==> src/rtl/ctrl_decode_pipe_pkg.sv <==
// RV32I/RV32M control-word types shared by the decoder and the control pipeline.
// Includes the NOP control word and the multi-cycle M-op FSM state type.
package ctrl_decode_pipe_pkg;

  typedef enum logic [6:0] {
    op_lui   = 7'b0110111,
    op_auipc = 7'b0010111,
    op_jal   = 7'b1101111,
    op_jalr  = 7'b1100111,
    op_br    = 7'b1100011,
    op_load  = 7'b0000011,
    op_store = 7'b0100011,
    op_imm   = 7'b0010011,
    op_reg   = 7'b0110011
  } rv32i_opcode;

  typedef enum logic [2:0] {
    alu_add = 3'b000, alu_sll = 3'b001, alu_sra = 3'b010, alu_sub = 3'b011,
    alu_xor = 3'b100, alu_srl = 3'b101, alu_or  = 3'b110, alu_and = 3'b111
  } alu_ops;

  typedef enum logic [2:0] {
    beq = 3'b000, bne = 3'b001, blt = 3'b100, bge = 3'b101, bltu = 3'b110, bgeu = 3'b111
  } branch_funct3_t;

  typedef enum logic [2:0] {
    md_mul = 3'b000, md_mulh = 3'b001, md_mulhsu = 3'b010, md_mulhu = 3'b011,
    md_div = 3'b100, md_divu = 3'b101, md_rem = 3'b110, md_remu = 3'b111
  } muldiv_funct3_t;

  typedef enum logic [1:0] {pc_plus4, pc_alu_out, pc_alu_mod2} pcmux_sel_t;
  typedef enum logic {a1_rs1, a1_pc} alumux1_sel_t;
  typedef enum logic [2:0] {a2_i_imm, a2_u_imm, a2_b_imm, a2_s_imm, a2_j_imm, a2_rs2} alumux2_sel_t;
  typedef enum logic {cmp_rs2, cmp_i_imm} cmpmux_sel_t;
  typedef enum logic [3:0] {
    rf_alu_out, rf_br_en, rf_u_imm, rf_lw, rf_pc_plus4, rf_lb, rf_lbu, rf_lh, rf_lhu
  } regfilemux_sel_t;

  typedef enum logic {IDLE, BUSY} muldiv_state_t;

  typedef struct packed {
    rv32i_opcode     opcode;
    logic [31:0]     pc;
    logic [4:0]      rd;
    logic [4:0]      rs1;
    logic [4:0]      rs2;
    logic [2:0]      funct3;
    alu_ops          aluop;
    branch_funct3_t  cmpop;
    alumux1_sel_t    alumux1_sel;
    alumux2_sel_t    alumux2_sel;
    cmpmux_sel_t     cmpmux_sel;
    regfilemux_sel_t regfilemux_sel;
    pcmux_sel_t      pcmux_sel;
    logic            load_regfile;
    logic            mem_read;
    logic            mem_write;
    logic            illegal;
    logic            is_muldiv;
  } rv32i_control_word;

  localparam rv32i_control_word CTRL_NOP = '{
    opcode: op_imm, pc: 32'h0, rd: 5'h0, rs1: 5'h0, rs2: 5'h0, funct3: 3'h0,
    aluop: alu_add, cmpop: beq, alumux1_sel: a1_rs1, alumux2_sel: a2_i_imm,
    cmpmux_sel: cmp_rs2, regfilemux_sel: rf_alu_out, pcmux_sel: pc_plus4,
    load_regfile: 1'b0, mem_read: 1'b0, mem_write: 1'b0, illegal: 1'b0, is_muldiv: 1'b0
  };

endpackage

==> src/rtl/ctrl_decode_pipe_decode.sv <==
// Combinational RV32I (+ optional RV32M, macro CTRL_MULDIV_EN) instruction decoder.
// Illegal encodings collapse to the NOP word with illegal set.
module ctrl_decode
  import ctrl_decode_pipe_pkg::*;
(
  input  logic [31:0]       instr,
  input  logic [31:0]       pc,
  output rv32i_control_word ctrl
);

  logic [2:0] f3;
  logic [6:0] f7;
  logic       bad;

  assign f3 = instr[14:12];
  assign f7 = instr[31:25];

  always_comb begin
    ctrl        = CTRL_NOP;
    bad         = 1'b0;
    ctrl.opcode = rv32i_opcode'(instr[6:0]);
    ctrl.pc     = pc;
    ctrl.rd     = instr[11:7];
    ctrl.rs1    = instr[19:15];
    ctrl.rs2    = instr[24:20];
    ctrl.funct3 = f3;
    case (instr[6:0])
      op_lui: begin
        ctrl.load_regfile   = 1'b1;
        ctrl.regfilemux_sel = rf_u_imm;
      end
      op_auipc: begin
        ctrl.alumux1_sel  = a1_pc;
        ctrl.alumux2_sel  = a2_u_imm;
        ctrl.load_regfile = 1'b1;
      end
      op_jal: begin
        ctrl.alumux1_sel    = a1_pc;
        ctrl.alumux2_sel    = a2_j_imm;
        ctrl.pcmux_sel      = pc_alu_out;
        ctrl.load_regfile   = 1'b1;
        ctrl.regfilemux_sel = rf_pc_plus4;
      end
      op_jalr: begin
        ctrl.pcmux_sel      = pc_alu_mod2;
        ctrl.load_regfile   = 1'b1;
        ctrl.regfilemux_sel = rf_pc_plus4;
      end
      op_br: begin
        bad              = (f3 == 3'd2) || (f3 == 3'd3);
        ctrl.alumux1_sel = a1_pc;
        ctrl.alumux2_sel = a2_b_imm;
        ctrl.cmpop       = branch_funct3_t'(f3);
      end
      op_load: begin
        ctrl.mem_read     = 1'b1;
        ctrl.load_regfile = 1'b1;
        case (f3)
          3'b000:  ctrl.regfilemux_sel = rf_lb;
          3'b001:  ctrl.regfilemux_sel = rf_lh;
          3'b010:  ctrl.regfilemux_sel = rf_lw;
          3'b100:  ctrl.regfilemux_sel = rf_lbu;
          3'b101:  ctrl.regfilemux_sel = rf_lhu;
          default: bad = 1'b1;
        endcase
      end
      op_store: begin
        bad              = (f3 > 3'd2);
        ctrl.mem_write   = 1'b1;
        ctrl.alumux2_sel = a2_s_imm;
      end
      op_imm, op_reg: begin
        ctrl.load_regfile = 1'b1;
        if (instr[5]) ctrl.alumux2_sel = a2_rs2;
        if (instr[5] && (f7 == 7'b0000001)) begin
`ifdef CTRL_MULDIV_EN
          ctrl.is_muldiv = 1'b1;
          ctrl.aluop     = alu_ops'(muldiv_funct3_t'(f3));
`else
          bad = 1'b1;
`endif
        end else begin
          case (f3)
            3'b000: ctrl.aluop = (instr[5] && f7[5]) ? alu_sub : alu_add;
            3'b010, 3'b011: begin
              ctrl.cmpop          = (f3 == 3'b010) ? blt : bltu;
              ctrl.cmpmux_sel     = instr[5] ? cmp_rs2 : cmp_i_imm;
              ctrl.regfilemux_sel = rf_br_en;
            end
            3'b101:  ctrl.aluop = f7[5] ? alu_sra : alu_srl;
            default: ctrl.aluop = alu_ops'(f3);
          endcase
        end
      end
      default: bad = 1'b1;
    endcase
    if (bad) begin
      ctrl         = CTRL_NOP;
      ctrl.pc      = pc;
      ctrl.illegal = 1'b1;
    end
    if (ctrl.rd == 5'd0) ctrl.load_regfile = 1'b0;
  end

endmodule

==> src/rtl/ctrl_decode_pipe.sv <==
// CTRL_STAGES-deep registered control pipeline fed by ctrl_decode, with stall/flush/bubble
// handling and an optional multi-cycle M-op hold FSM enabled by macro CTRL_MULDIV_EN.
module ctrl_decode_pipe
  import ctrl_decode_pipe_pkg::*;
#(
  parameter int CTRL_STAGES = 3,
  parameter int MULDIV_LAT  = 4
) (
  input  logic                   clk,
  input  logic                   rst,
  input  logic                   instr_valid,
  input  logic [31:0]            instr,
  input  logic [31:0]            pc,
  input  logic                   stall_in,
  input  logic                   flush_in,
  output logic                   stall_out,
  output rv32i_control_word      ctrl_out [CTRL_STAGES],
  output logic [CTRL_STAGES-1:0] valid_out,
  output logic                   muldiv_start,
  output muldiv_state_t          dbg_state
);

  // Handshake: fetch must hold instr/pc/instr_valid while stall_out=1; any stage moves only when stall_in=0.

  rv32i_control_word      dec_ctrl;
  rv32i_control_word      ctrl_q [CTRL_STAGES];
  rv32i_control_word      ctrl_d [CTRL_STAGES];
  logic [CTRL_STAGES-1:0] valid_q, valid_d;
  logic                   hold;

  ctrl_decode u_decode (
    .instr (instr),
    .pc    (pc),
    .ctrl  (dec_ctrl)
  );

`ifdef CTRL_MULDIV_EN
  localparam int CNT_W = (MULDIV_LAT > 2) ? $clog2(MULDIV_LAT) : 1;

  muldiv_state_t    state_q, state_d;
  logic [CNT_W-1:0] cnt_q, cnt_d;
  logic             start_q, start_d;
  logic             pending, release_m;

  always_comb begin
    pending   = (MULDIV_LAT > 1) && valid_q[0] && ctrl_q[0].is_muldiv;
    release_m = (state_q == BUSY) && (cnt_q == '0) && !stall_in;
    hold      = ((state_q == IDLE) && pending) || ((state_q == BUSY) && !release_m);
    state_d   = state_q;
    cnt_d     = cnt_q;
    start_d   = 1'b0;
    if (!stall_in) begin
      if (flush_in) begin
        state_d = IDLE;
        cnt_d   = '0;
      end else if (state_q == IDLE) begin
        // Entry cycle is itself a hold cycle, so the remaining count is LAT-2.
        if (pending) begin
          state_d = BUSY;
          cnt_d   = CNT_W'(MULDIV_LAT - 2);
          start_d = 1'b1;
        end
      end else if (release_m) begin
        state_d = IDLE;
      end else begin
        cnt_d = cnt_q - 1'b1;
      end
    end
  end

  always_ff @(posedge clk) begin
    if (!rst) begin
      state_q <= IDLE;
      cnt_q   <= '0;
      start_q <= 1'b0;
    end else begin
      state_q <= state_d;
      cnt_q   <= cnt_d;
      start_q <= start_d;
    end
  end

  assign muldiv_start = start_q;
  assign dbg_state    = state_q;
`else
  assign hold         = 1'b0;
  assign muldiv_start = 1'b0;
  assign dbg_state    = IDLE;
`endif

  always_comb begin
    ctrl_d  = ctrl_q;
    valid_d = valid_q;
    if (!stall_in) begin
      if (flush_in) begin
        ctrl_d[0]  = CTRL_NOP;
        valid_d[0] = 1'b0;
      end else if (!hold) begin
        ctrl_d[0]  = instr_valid ? dec_ctrl : CTRL_NOP;
        valid_d[0] = instr_valid;
      end
      // A held stage 0 feeds a bubble into stage 1; deeper stages drain normally.
      for (int k = 1; k < CTRL_STAGES; k++) begin
        if ((k == 1) && hold) begin
          ctrl_d[k]  = CTRL_NOP;
          valid_d[k] = 1'b0;
        end else begin
          ctrl_d[k]  = ctrl_q[k-1];
          valid_d[k] = valid_q[k-1];
        end
      end
    end
  end

  always_ff @(posedge clk) begin
    if (!rst) begin
      for (int k = 0; k < CTRL_STAGES; k++) ctrl_q[k] <= CTRL_NOP;
      valid_q <= '0;
    end else begin
      for (int k = 0; k < CTRL_STAGES; k++) ctrl_q[k] <= ctrl_d[k];
      valid_q <= valid_d;
    end
  end

  assign ctrl_out  = ctrl_q;
  assign valid_out = valid_q;
  assign stall_out = stall_in || hold;

endmodule

==> config.mk <==
export PLATFORM = sky130hd
export DESIGN_NAME = ctrl_decode_pipe
export DESIGN_NICKNAME = d
export VERILOG_FILES = /design/src/rtl/ctrl_decode_pipe_pkg.sv /design/src/rtl/ctrl_decode_pipe_decode.sv /design/src/rtl/ctrl_decode_pipe.sv
export SDC_FILE = /design/constraint.sdc
export NUM_CORES = 1
export LEC_CHECK = 0
export CAP_MARGIN = 20
export CELL_PAD_IN_SITES_DETAIL_PLACEMENT = 1
export CELL_PAD_IN_SITES_GLOBAL_PLACEMENT = 2
export CORE_ASPECT_RATIO = 1.25
export CORE_MARGIN = 3
export CORE_UTILIZATION = 28
export DETAILED_ROUTE_END_ITERATION = 12
export GPL_ROUTABILITY_DRIVEN = 0
export PLACE_DENSITY = 0.85
export SLEW_MARGIN = 20
export SYNTH_ARGS = -nofsm -noshare
export SYNTH_HDL_FRONTEND = slang
export SYNTH_SLANG_ARGS = --single-unit
==> constraint.sdc <==
create_clock -name clk -period 2.4 [get_ports clk]
set_clock_uncertainty 0.1 [all_clocks]
set_input_delay 0.24 -clock clk [delete_from_list [all_inputs] [get_ports clk]]
set_output_delay 0.24 -clock clk [all_outputs]
set_load 0.02 [all_outputs]
-- After elaboration in Yosys (flattened, before gate mapping)
Cells that the tools add are included.
Widths: inputs -> output; s select.
- add/sub/neg operators: 0
- multiply operators: 0
- div/mod/pow operators: 0
- $lt $le $gt $ge: 1
- equal/unequal tests: 15
- shifts and indexed selects: 0
- muxes and demuxes: 29
- bitwise logic cells: 0
- reduce and logical (&&, ||, !) cells: 12
- operators by type and width (kind ; number):
    $mux 79 ; 3
    $eq 7x6->1 const B ; 3
    $eq 7x7->1 const B ; 3
    $pmux 4 s5 ; 1
    $pmux 4 s4 ; 1
    $pmux 3 s5 ; 1
    $eq 7x5->1 const B ; 2
    $mux 3 ; 4
    $mux 1 ; 10
    $mux 5 ; 2
    $pmux 3 s3 ; 1
    $eq 7x1->1 const B ; 1
    $eq 7x2->1 const B ; 1
    $reduce_or 7->1 ; 1
    $eq 3x2->1 const B ; 2
    $eq 3x3->1 const B ; 2
    $mux 6 ; 1
    $pmux 3 s2 ; 1
    $reduce_or 2->1 ; 3
    $logic_not 5->1 ; 1
    $pmux 1 s5 ; 1
    $reduce_or 5->1 ; 1
    $mux 2 ; 2
    $pmux 2 s2 ; 1
    other kinds (7) ; 8
- bits in registers: 240
- bits in latches: 0
- bits in writable memories: 0
- memory bits (read-only): 0
- input port bits: 69
- output and inout bits: 243
- logic and storage cells: 112
- memories kept: 0

-- Logic depth before layout (Yosys ltp)
- depth after elaboration: 10
- gate-level depth with buffers: 9
- depth with buffers taken out: 5

-- By module
A second synthesis with hierarchy kept.
- cell total of the unflattened synthesis: 1057
- area, all modules: 10809.1 um^2
- modules (own cells, without submodules) (module ; times used ; cells an instance ; area each (um^2) ; sequential area each (um^2)):
    ctrl_decode_pipe ; 1 ; 881 ; 9714.3 ; 4804.6
    ctrl_decode ; 1 ; 176 ; 1094.8 ; 0.0

-- Worst setup path after synthesis
Ideal clock, no wire load.
- kind: input to register
- from: input instr[3]
- to: register, netlist name ctrl_out[182]
- setup time: 0.117 ns
- arrival: 1.997 ns
- data required time: 2.183 ns
- setup slack: 0.186 ns
- stages: 9
- path buffers: 4
- cell sequence: buf_6 nand4bb_4 or4_1 buf_2 o2111a_1 and4_4 buf_6 buf_6 a22o_1
- word-level cells in the longest chain between the ends: 6
- elaborated cells between the ends (all ways): 15
- classes of those cells: eq/ne (9); mux (4); reduce/logical (2)
- ends and longest elaborated chain (what ; RTL line ; text):
    from (decl) ; ctrl_decode_pipe.sv:12 ; input logic [31:0] instr,
    $eq 7x6->1 (tied with other cells) ; ctrl_decode_pipe_decode.sv:27 ; case (instr[6:0])
    $reduce_or 4->1 (no source line) or $reduce_or 2->1 (tied branches) ; -- ;
    $pmux 1 s5 * ; ctrl_decode_pipe_decode.sv:27 ;
    $mux 79 * ; ctrl_decode_pipe_decode.sv:97 ; if (bad) begin
    $mux 79 * ; ctrl_decode_pipe.sv:99 ; ctrl_d[0] = instr_valid ? dec_ctrl : CTRL_NOP;
    $mux 79 * ; ctrl_decode_pipe.sv:95 ; if (flush_in) begin
Mark *: on every way between the ends. The rest lies on a longest branch, timed or not.
A chain may end at the register's enable or synchronous reset.

-- Worst setup path in the final report
- from: input instr[27]
- to: register, netlist name ctrl_out[164]
- word-level cells in the longest chain between the ends: 7
- ends and longest elaborated chain (what ; RTL line ; text):
    $eq 7x1->1 ; ctrl_decode_pipe_decode.sv:75 ; if (instr[5] && (f7 == 7'b0000001)) begin
    $logic_and 1x1->1 ; ctrl_decode_pipe_decode.sv:75 ;
    $mux 1 ; ctrl_decode_pipe_decode.sv:75 ;
    $pmux 1 s5 ; ctrl_decode_pipe_decode.sv:27 ;
    $mux 79 ; ctrl_decode_pipe_decode.sv:97 ;
    $mux 79 ; ctrl_decode_pipe.sv:99 ;
    $mux 79 ; ctrl_decode_pipe.sv:95 ;
Every way passes these cells.

==> qor.csv <==
metric,value,unit
routedWlPerCell,18.3,um
cts_max_level,1,
final_cells,1565,
cts_buffers,26,
place_area,0.0126,mm2
synthFlopType,dfxtp_1,
drive_above_1_share,0.0682,
multi_input_area,0.00398,mm2
cts_root_buf,clkbuf_16,
path_buf_inv,1,
die_x,167,um
start_util,0.288,
placedCellCount,1515,
ys_async_sr_fraction,0,
final_area,0.0135,mm2
fin_nets,1207,
setup_viol,0,
timing.rr.end,ctrl_out[159],
timing.fmax,479,MHz
relSlewSlack,0.331,
hold_class,input pin to register,
ys_seq_area_frac,0.525,
worstRegToRegCells,3,
cp_max_fo,26,
critPathCaptureType,register,
path_depth,6,
path_class,input pin to register,
cp_data_arrival_time,2.42,ns
powerDensity,637,mW/mm2
slowest_stage,or4_1,
clkSinkCount,237,
yosys_warnings,0,
crit_family,simple AND/OR/NAND/NOR gates,
final_common_cell,clkdlybuf4s50_1,
vias_per_cell,4.61,
grt_pass1_wl,43500,um
ant_nets,0,
vias,7217,
dp_hpwl,20500,um
grt_max_degree,117,
io_pins,312,
core_area,0.0314,mm2
yosys.area_share.adder,0,
area_growth_syn_to_layout,49.0,%
timing.final.crit_share,0.871,
dr.pass1.iters,4,
slowest_delay,0.56,ns
io_buffers,306,
netlist_area,0.00903,mm2
crit_top_cell,or4_1,
place_ws,-0.234,ns
synth_area_leaders,"dfxtp_1 53%, mux2i_1 18%, nor2b_1 13%, a22oi_1 2.8%, a22o_1 2.5%",
critPathLaunchType,input pin,
overflow,0,
synth_top_cell_by_area,dfxtp_1,
worstPathRequired,2.73,ns
drcViolationCount,0,
synth_xor_area_frac,0,
setup_ws,0.310,ns
worst_slew_pin_slew,1.00,ns
p_leak,5.02,nW
drv_cap,0,
p_total,8.57,mW
grt_usage,0.156,
worstSetupEndpoint,ctrl_out[164],
syn_avg_cell_area,10.8,um2
hold_violations,0,
yosys.area_share.simple,0.176,
synth-compound-area-share,0.0862,
antenna_found_initial,0,
grt_pass1_vias,7304,
yosysTopAreaCellShare,0.525,
die_area,0.0345,mm2
fill_cells,3447,
synth_top_family_by_area,multiplexers,
muxShareOfSynthArea,0.176,
vdd_ir_drop_max,402,uV
diodes,0,
cp-startpoint,instr[27],
path_cells,clkdlybuf4s50_1 > or4_1 > or4_1 > o2111a_1 > and4_4 > a32o_1,
clock_path_buffers,3,
outcome,completed,
cts_tree,yes,
clock_latency,0.53,ns
fin_crit,2.09,ns
synth_edf_count,0,
regArea,0.00474,mm2
final_max_slew_viol_count,0,
r2r-start,ctrl_out[159],
final_cell_mix,"304 x clkdlybuf4s50_1, 237 x dfxtp_1, 189 x nor2b_1",
num_rows,72,
die_height,207,um
rsz0062_at_grt,false,
synth_seq_cells,237,
synth_cell_types,44,
synthCells,838,
routed_wl,28600,um
drtIter0Drc,295,
r2r_setup_slack,1.43,ns
cts.clk_slew.worst_paths,0.06,ns
==> synth_stat cells (all sizes together) (2+ instances only) <==
library cell	n
nand4	4
a32o	2
a32oi	2
o211ai	2
nor2b	189
nand2b	5
buf	20
and2	5
a21oi	10
nor4bb	2
nand3	4
a22oi	34
dfxtp	237
a21boi	3
nand3b	2
nor3	4
a22o	26
mux2i	159
clkbuf	50
nor2	9
o21ai	18
o2bb2ai	2
inv	3
or4	3
nand2	28
o2111a	2
==> routing by layer <==
| metal | wire, um | track usage | part of all wire |
|---|---|---|---|
| met1 | 11500 | 0.184 | 0.40 |
| met2 | 15200 | 0.292 | 0.53 |
| met3 | 1500 | 0.0305 | 0.052 |
| met4 | 436 | 0.0377 | 0.015 |
| met5 | 0 | 0 | 0 |
==> worst min-delay path by stage <==
stage / start / end / slack (ns) / cells past startpoint
3_5_place_dp: ctrl_out[231] / ctrl_out[231] / 0.37 / 1
3_3_place_gp: ctrl_out[230] / ctrl_out[230] / 0.36 / 1
6_report: instr[24] / ctrl_out[187] / 0.20 / 2
5_1_grt: instr[19] / ctrl_out[192] / 0.18 / 2
2_1_floorplan: instr[20] / ctrl_out[183] / 0.27 / 1
4_1_cts: instr[24] / ctrl_out[187] / 0.17 / 2
==> cells by family (layout without fill, tap and decap cells) <==
family,Yosys count,after routing
AO/OA/AOI/OAI,106,106
AND/OR/NAND/NOR,262,262
other,1,5
multiplexers,159,159
flip-flops,237,237
buffers and inverters,73,389
==> metrics by stage <==
step	utilization	setup TNS [ns]	hold WS (ns)
after global placement	0.401	-5.11	0.356
after floorplan	-	0	0.266
after global routing	0.429	0	0.181
after detailed placement	0.401	-5.75	0.367
final	0.429	0	0.203
after CTS	0.429	0	0.173
==> power breakdown <==
part / total [mW] / switching, mW / leakage (nW) / internal, mW
logic: 0.621 / 0.299 / 2.69 / 0.322
clock network: 3.97 / 1.64 / 0.427 / 2.33
registers: 3.98 / 0.0220 / 1.91 / 3.96
==> sequential cells by signal, summed over array words and instances (netlist names) <==
name / flops
valid_out: 3
ctrl_out: 234
==> cell type report <==
type	instances	share of cell area
clock inverters	9	0.00632
clock buffers	39	0.0572
flip-flops and latches	237	0.352
multi-input cells	532	0.296
inverters	3	0.000837
well taps	407	0.0378
repair buffers	338	0.250
==> timing repair <==
item                                   CTS  global route
resized for setup                        0             0
endpoints found under the hold margin   17             0
hold buffers                             2             0
setup buffers                            0             0
setup endpoints to repair                0             0
==> worst register-to-register path, cell delays in order (launching register included) <==
cell and delay [ns]:
dfxtp_1 0.41, and2_1 0.17, o21ai_0 0.08, a31oi_1 0.14
Note: power is estimated with default switching activity, not from simulation.
